`config.mk`:
```
export PLATFORM = sky130hd
export DESIGN_NAME = demux14_4b
export DESIGN_NICKNAME = d
export VERILOG_FILES = /design/src/rtl/demux14_4b.sv
export SDC_FILE = /design/constraint.sdc
export NUM_CORES = 1
export LEC_CHECK = 0
export CORE_MARGIN = 4
export CORE_UTILIZATION = 31
export DETAILED_ROUTE_END_ITERATION = 10
export PLACE_DENSITY_LB_ADDON = 0.3
export REMOVE_ABC_BUFFERS = 1
export SYNTH_ARGS = -nofsm -noshare
export SYNTH_HDL_FRONTEND = slang
export SYNTH_SLANG_ARGS = --single-unit
```
`constraint.sdc`:
```
create_clock -name clk -period 1.5 [get_ports clk]
set_input_delay 0.225 -clock clk [delete_from_list [all_inputs] [get_ports clk]]
set_output_delay 0.225 -clock clk [all_outputs]
set_load 0.02 [all_outputs]
```
`src/rtl/demux14_4b.sv`:
```
// Four-way 4-bit demultiplexer with valid/ready handshake and a 2-entry FIFO per lane.
// The input lane is chosen by an explicit select or by a round-robin pointer that advances on each accepted push.
module demux14_4b (
    input  logic       clk,
    input  logic       reset,
    input  logic [3:0] in,
    input  logic       in_valid,
    output logic       in_ready,
    input  logic [1:0] select,
    input  logic       mode,
    output logic [3:0] out0,
    output logic [3:0] out1,
    output logic [3:0] out2,
    output logic [3:0] out3,
    output logic       out0_valid,
    output logic       out1_valid,
    output logic       out2_valid,
    output logic       out3_valid,
    input  logic       out0_ready,
    input  logic       out1_ready,
    input  logic       out2_ready,
    input  logic       out3_ready
);

    typedef enum logic [1:0] {
        ST_EMPTY = 2'b00,
        ST_ONE   = 2'b01,
        ST_FULL  = 2'b10
    } lane_state_e;

    lane_state_e r_state     [4];
    lane_state_e w_state_nxt [4];
    logic [3:0]  r_mem       [4][2];
    logic [3:0]  r_wptr;
    logic [3:0]  r_rptr;
    logic [1:0]  r_rr_ptr;

    logic [1:0]  w_dest;
    logic        w_push;
    logic [3:0]  w_full;
    logic [3:0]  w_valid;
    logic [3:0]  w_push_lane;
    logic [3:0]  w_pop;
    logic [3:0]  w_out_ready;
    logic [3:0]  w_head [4];

    assign w_out_ready = {out3_ready, out2_ready, out1_ready, out0_ready};

    // Destination lane, readiness and per-lane push/pop strobes.
    always_comb begin
        w_dest = mode ? r_rr_ptr : select;
        for (int k = 0; k < 4; k++) begin
            w_full[k]  = (r_state[k] == ST_FULL);
            w_valid[k] = (r_state[k] != ST_EMPTY);
        end
        in_ready = ~w_full[w_dest];
        w_push   = in_valid & in_ready;
        for (int k = 0; k < 4; k++) begin
            w_push_lane[k] = w_push & (w_dest == 2'(k));
            w_pop[k]       = w_valid[k] & w_out_ready[k];
        end
    end

    // Per-lane occupancy FSM; a FULL lane never sees a push because in_ready is low for it.
    always_comb begin
        for (int k = 0; k < 4; k++) begin
            w_state_nxt[k] = r_state[k];
            case (r_state[k])
                ST_EMPTY: begin
                    if (w_push_lane[k]) begin
                        w_state_nxt[k] = ST_ONE;
                    end else begin
                        w_state_nxt[k] = ST_EMPTY;
                    end
                end
                ST_ONE: begin
                    case ({w_push_lane[k], w_pop[k]})
                        2'b10:   w_state_nxt[k] = ST_FULL;
                        2'b01:   w_state_nxt[k] = ST_EMPTY;
                        default: w_state_nxt[k] = ST_ONE;
                    endcase
                end
                ST_FULL: begin
                    if (w_pop[k]) begin
                        w_state_nxt[k] = ST_ONE;
                    end else begin
                        w_state_nxt[k] = ST_FULL;
                    end
                end
                default: w_state_nxt[k] = ST_EMPTY;
            endcase
        end
    end

    // Lane state registers.
    always_ff @(posedge clk or negedge reset) begin
        if (!reset) begin
            for (int k = 0; k < 4; k++) begin
                r_state[k] <= ST_EMPTY;
            end
        end else begin
            for (int k = 0; k < 4; k++) begin
                r_state[k] <= w_state_nxt[k];
            end
        end
    end

    // Lane storage and 1-bit read/write pointers.
    always_ff @(posedge clk or negedge reset) begin
        if (!reset) begin
            for (int k = 0; k < 4; k++) begin
                r_mem[k][0] <= 4'b0000;
                r_mem[k][1] <= 4'b0000;
            end
            r_wptr <= 4'b0000;
            r_rptr <= 4'b0000;
        end else begin
            for (int k = 0; k < 4; k++) begin
                if (w_push_lane[k]) begin
                    r_mem[k][r_wptr[k]] <= in;
                    r_wptr[k]           <= ~r_wptr[k];
                end
                if (w_pop[k]) begin
                    r_rptr[k] <= ~r_rptr[k];
                end
            end
        end
    end

    // Round-robin pointer advances only on a push accepted in round-robin mode.
    always_ff @(posedge clk or negedge reset) begin
        if (!reset) begin
            r_rr_ptr <= 2'd0;
        end else if (w_push && mode) begin
            r_rr_ptr <= r_rr_ptr + 2'd1;
        end
    end

    // Head-of-lane data, forced to zero while the lane is empty.
    always_comb begin
        for (int k = 0; k < 4; k++) begin
            if (w_valid[k]) begin
                w_head[k] = r_mem[k][r_rptr[k]];
            end else begin
                w_head[k] = 4'b0000;
            end
        end
    end

    assign out0       = w_head[0];
    assign out1       = w_head[1];
    assign out2       = w_head[2];
    assign out3       = w_head[3];
    assign out0_valid = w_valid[0];
    assign out1_valid = w_valid[1];
    assign out2_valid = w_valid[2];
    assign out3_valid = w_valid[3];

endmodule

```
After elaboration in Yosys (flattened, before gate mapping) --
Index checks and enable logic that the tools add are counted.
Storage, ports and cells: output and inout bits 21, logic and storage cells 141, bits in registers 50, input port bits 14
Operators by class: muxes and demuxes 47, $add $sub $neg 1, reductions and logical operators 14, equality and inequality tests 19, magnitude comparators 13, bitwise logic cells 26
Operators by type and width (count):
- 2-to-1 mux 4 bit | 20
- bitwise mux 8 bit | 4
- case mux 2 bit (3 select lines) | 4
- equality test 2 bit (second input constant) | 10
- equality test 2 x 1 -> 1 bit (second input constant) | 9
- demux 4 bit (select 1 bit) | 4
- >= comparator 2 bit (second input constant) | 8
- inverter 1 -> 2 bit | 8
- case mux 2 bit (2 select lines) | 4
- logical NOT 2 bit | 5
- 2-to-1 mux 2 bit | 5
- AND 1 bit | 9
- inverter 1 bit | 9
- less-than comparator 2 x 1 -> 1 bit (second input constant) | 4
- nonzero test 2 bit | 4
- logical AND 1 bit | 5
- 2-to-1 mux 1 bit | 5
- less-than comparator 2 x 3 -> 1 bit (second input constant) | 1
- adder 2 x 1 -> 2 bit (second input constant) | 1
- binary-select mux 1 bit (select 2 bit) | 1

Logic depth before layout (Yosys ltp) --
word-level depth 9, gate-level depth with buffers 6, gate-level depth less buffers 6

Worst setup path before layout --
Ideal clock, no wire load.
path type reg-to-reg, start register r_rr_ptr[0], end register r_rr_ptr[1], path buffers 0, period minus slack after synthesis 1.608 ns, data arrival time 1.485 ns, setup time 0.123 ns, path slack -0.108 ns, stages on the path, launching flop included 6, required time 1.377 ns, cells stage by stage dfrtp_1 mux2i_2 mux2i_1 mux2i_2 nand4_1 xnor2_1
On the way: word-level cells in the longest chain between the ends 6, elaborated cells between the ends (all ways) 7, those cells by class add/sub: 1; mux: 3; bitwise: 2; reduce/logical: 1
RTL lines:
- from (decl) | line 36 | logic [1:0] r_rr_ptr;
- from (signal assigned) | line 135 | r_rr_ptr <= r_rr_ptr + 2'd1;
- 2-to-1 mux 2 bit | line 51 | w_dest = mode ? r_rr_ptr : select;
- binary-select mux 1 bit (select 2 bit) | line 56 | in_ready = ~w_full[w_dest];
- 2-to-1 mux 1 bit (implied by the code) | line 56
- inverter 1 bit | line 56
- named net in_ready | line 8 | output logic in_ready,
- AND 1 bit | line 57 | w_push = in_valid & in_ready;
- logical AND 1 bit | line 134 | end else if (w_push && mode) begin
The timed path passes the listed nets, and every way through them passes these cells. The select of a mux whose other input is x is not followed. A chain may end at the register's enable or synchronous reset.

Worst setup path after layout --
start register r_rr_ptr[0], end output port in_ready
On the way: word-level cells in the longest chain between the ends 4
RTL lines (line):
- 2-to-1 mux 2 bit | 51
- binary-select mux 1 bit (select 2 bit) | 56
- 2-to-1 mux 1 bit (implied by the code) | 56
- inverter 1 bit | 56
- to (decl) | 8
Every way passes these cells. The select of a mux whose other input is x is not followed.

==> results.toml <==
[clock_tree]
cts-root-buf = "clkbuf_8"
cts_sinks = 50
cts.htree.levels = 2
clkSlewWorstSetupHoldPaths_ps = 90
cts_tree = "done"
ctsLongestPathBuffers = 2
numCtsBuffers = 5
clk_latency_ps = 300

[route]
avgViaCountPerCell = 4.56
drtIter0Drc = 35
drc = 0
antenna_left = 0
wl_per_cell_um = 14.4
num_vias = 1751
routed_wl_mm = 5.53
firstDrtPassIters = 4

[power]
power.share.sequential_pct = 36.7
ir_drop_mv = 0.767
total_power_mw = 6.99
p_clk_share_pct = 11.3
p_int_mw = 4.49
power.density_nw_per_um2 = 1920
netSwitchingFraction_pct = 35.8
leakage_nw = 1.70
p_sw_mw = 2.50
pwr-share-comb_pct = 51.9

[yosys]
ys_ff_latch = 50
synthArstFlopShare_pct = 100
ys_seq_area_share_pct = 51.7
ys.flop_type = "dfrtp_1"
syn_inst = 198
synth.avg_cell_area_um2 = 12.2
synth_edf_count = 0
yosysWarnings = 0
syn-cell-area_um2 = 2420
synthDistinctLibCells = 28

[global_route]
grt_max_degree = 34
grtUsageMet2_pct = 19.9
antenna_found_initial = 0
gr-usage-met1_pct = 17.7
grt_pass1_wl_mm = 9.02
met3_usage_pct = 2.66
top_usage_layer = "met2"
grt_pass1_vias = 1847
grt_overflow_total = 0
grt_usage_pct = 12.9

[final_layout]
syn_to_final_growth_pct = 50.6
diodes = 0
drive_gt1_share_pct = 56.5
num-fill-cells = 684
nets = 301

[die]
io_pins = 35
dieArea_um2 = 9280
fp-row-count = 31
die_x_um = 96.3
die_h_um = 96.3
initial_core_util_pct = 32.6
coreArea_um2 = 7410

[sta]
setup_viol = 37
slew_headroom_pct = 70.4
worst_pin_slew_ps = 443
rsz0062_at_grt = "true"
slew_violations = 0
hold_viol_final = 0
tns_ps = -3310
fmax_mhz = 591
finalCritPeriodShare_pct = 113
clock_skew_ps = 7.10
period_needed_ps = 1690
worst_slack_ps = -193

[setup_path]
crit_end = "in_ready"
r2r_cells = 6
endpoint_kind = "primary output"
crit_start = "r_rr_ptr[0]$_DFFE_PN0P_"
reg2reg_from = "r_rr_ptr[1]$_DFFE_PN0P_"
crit_required_ps = 1270
worst-setup-path-type = "register to primary output"
start_kind = "register"
worstReg2RegEnd = "r_mem[28]$_DFFE_PN0P_"
r2r_slack_ps = -120
critPathMaxFanout = 3
cp.arrival_ps = 1470

[outcome]
failed_checks = "negative setup slack"
outcome = "finished, violations left"

[run]
drv_cap = 0

[placed_design]
dp_worst_setup_slack_ps = -771
io_buffers = 34
place_congestion = 0.771
dp_hpwl_mm = 3.73

[worst_hold_path]
hp-class = "input port to async pin"
==> logic make-up (layout without fill, tap and decap cells) <==
group | Yosys count | after routing | synth area share, %
buffers and inverters | 12 | 99 | 1.86
multiplexers | 56 | 56 | 26.0
XOR/XNOR | 10 | 10 | 3.62
flip-flops | 50 | 50 | 51.7
AO/OA/AOI/OAI | 11 | 11 | 2.53
AND/OR/NAND/NOR | 56 | 56 | 12.7
adder cells (fa/ha/maj) | 3 | 3 | 1.55
==> worst min path at each step <==
stage	from	end	slack, ps	depth (start not counted)
3_5_place_dp	reset	r_state[4]$_DFF_PN0_	200	1
6_report	reset	r_state[4]$_DFF_PN0_	400	2
5_1_grt	reset	r_state[5]$_DFF_PN0_	420	2
4_1_cts	reset	r_state[4]$_DFF_PN0_	410	2
3_3_place_gp	reset	r_state[4]$_DFF_PN0_	200	1
2_1_floorplan	reset	r_mem[0]$_DFFE_PN0P_	-70	0
==> cell usage in the layout (no fill, tap or decap), types with 3 or more instances in the layout <==
master | netlist | layout
buf_2 | 0 | 8
buf_4 | 0 | 37
nand2_4 | 0 | 3
mux2_4 | 4 | 21
clkbuf_8 | 0 | 6
mux2_2 | 24 | 12
inv_1 | 5 | 3
clkdlybuf4s50_1 | 0 | 11
nor2b_1 | 3 | 3
nor2_1 | 23 | 10
inv_4 | 0 | 3
nand2_2 | 1 | 3
xnor2_1 | 9 | 8
ha_4 | 0 | 3
o22ai_1 | 5 | 5
nand2b_1 | 4 | 4
a21oi_2 | 0 | 3
nand2_1 | 14 | 9
mux2i_2 | 3 | 3
dfrtp_1 | 50 | 44
nor2_4 | 1 | 10
buf_6 | 0 | 23
nor2_2 | 3 | 7
mux2i_1 | 20 | 18
dfrtp_2 | 0 | 6
==> cell usage after synthesis (2+ instances only) <==
cell / number / share of area, %
inv_1: 5 / 0.78
clkbuf_1: 4 / 0.62
o21ai_0: 2 / 0.41
nand4b_4: 2 / 2.0
dfrtp_1: 50 / 52
nand2_1: 14 / 2.2
xnor2_1: 9 / 3.3
mux2_4: 4 / 2.5
nor2_2: 3 / 0.78
mux2_2: 24 / 11
o22ai_1: 5 / 1.3
mux2i_1: 20 / 8.3
a21oi_1: 4 / 0.83
nor2_1: 23 / 3.6
nand2b_1: 4 / 1.0
ha_1: 3 / 1.6
inv_2: 3 / 0.47
mux2_1: 5 / 2.3
nor2b_1: 3 / 0.78
mux2i_2: 3 / 1.7
==> power by group through the flow <==
| stage | Clock [mW] | Sequential [mW] | Combinational [mW] |
|---|---|---|---|
| 2_1_floorplan | 0 | 2.40 | 1.75 |
| 3_3_place_gp | 0 | 2.47 | 2.86 |
| 3_5_place_dp | 0 | 2.49 | 2.90 |
| 4_1_cts | 0.848 | 2.51 | 3.03 |
| 5_1_grt | 0.893 | 2.67 | 3.94 |
| 6_report | 0.793 | 2.57 | 3.63 |
==> registers in the layout, summed over array words and instances (netlist names) <==
signal	flops
r_state	8
r_wptr	4
r_rptr	4
r_mem	32
r_rr_ptr	2
==> final cells by class <==
class                           instances  area (um^2)  share of cell area [%]
Sequential cell                        50         1260                    34.5
Clock inverter                          1         5.00                   0.137
Inverter                                8         37.5                    1.03
Multi-Input combinational cell        136         1390                    38.0
Tap cell                               99          124                    3.40
Timing Repair Buffer                   83          746                    20.5
Clock buffer                            7         86.3                    2.37
==> routing by layer <==
| layer | share of wire (%) | vias to the layer above |
|---|---|---|
| li1 | - | 847 |
| met1 | 48 | 871 |
| met2 | 47 | 28 |
| met3 | 4.4 | 5 |
| met4 | 1.2 | 0 |
| met5 | 0 | - |
==> metrics by stage <==
step	hold WS, ps	instances	area [um^2]	utilization [%]
5_1_grt	421	384	3640	49.2
4_1_cts	405	377	3360	45.3
3_5_place_dp	201	361	3140	42.4
6_report	395	384	3640	49.2
3_3_place_gp	195	361	3140	42.4
2_1_floorplan	-70.6	194	2400	-
==> critical path: stages (launching register included) <==
cell     delay, ps
dfrtp_1        410
mux2i_4        220
mux2i_1        260
mux2i_2        100
buf_4          170
==> repair_timing <==
action                                  in CTS  in global routing
endpoints found under the setup margin      66                 63
pin swaps                                    7                 16
setup buffers                                8                  8
hold endpoints to repair                    17                  0
hold buffers                                 1                  0
gates resized for setup                    115                 80
Power figures use the tool's default switching activity.
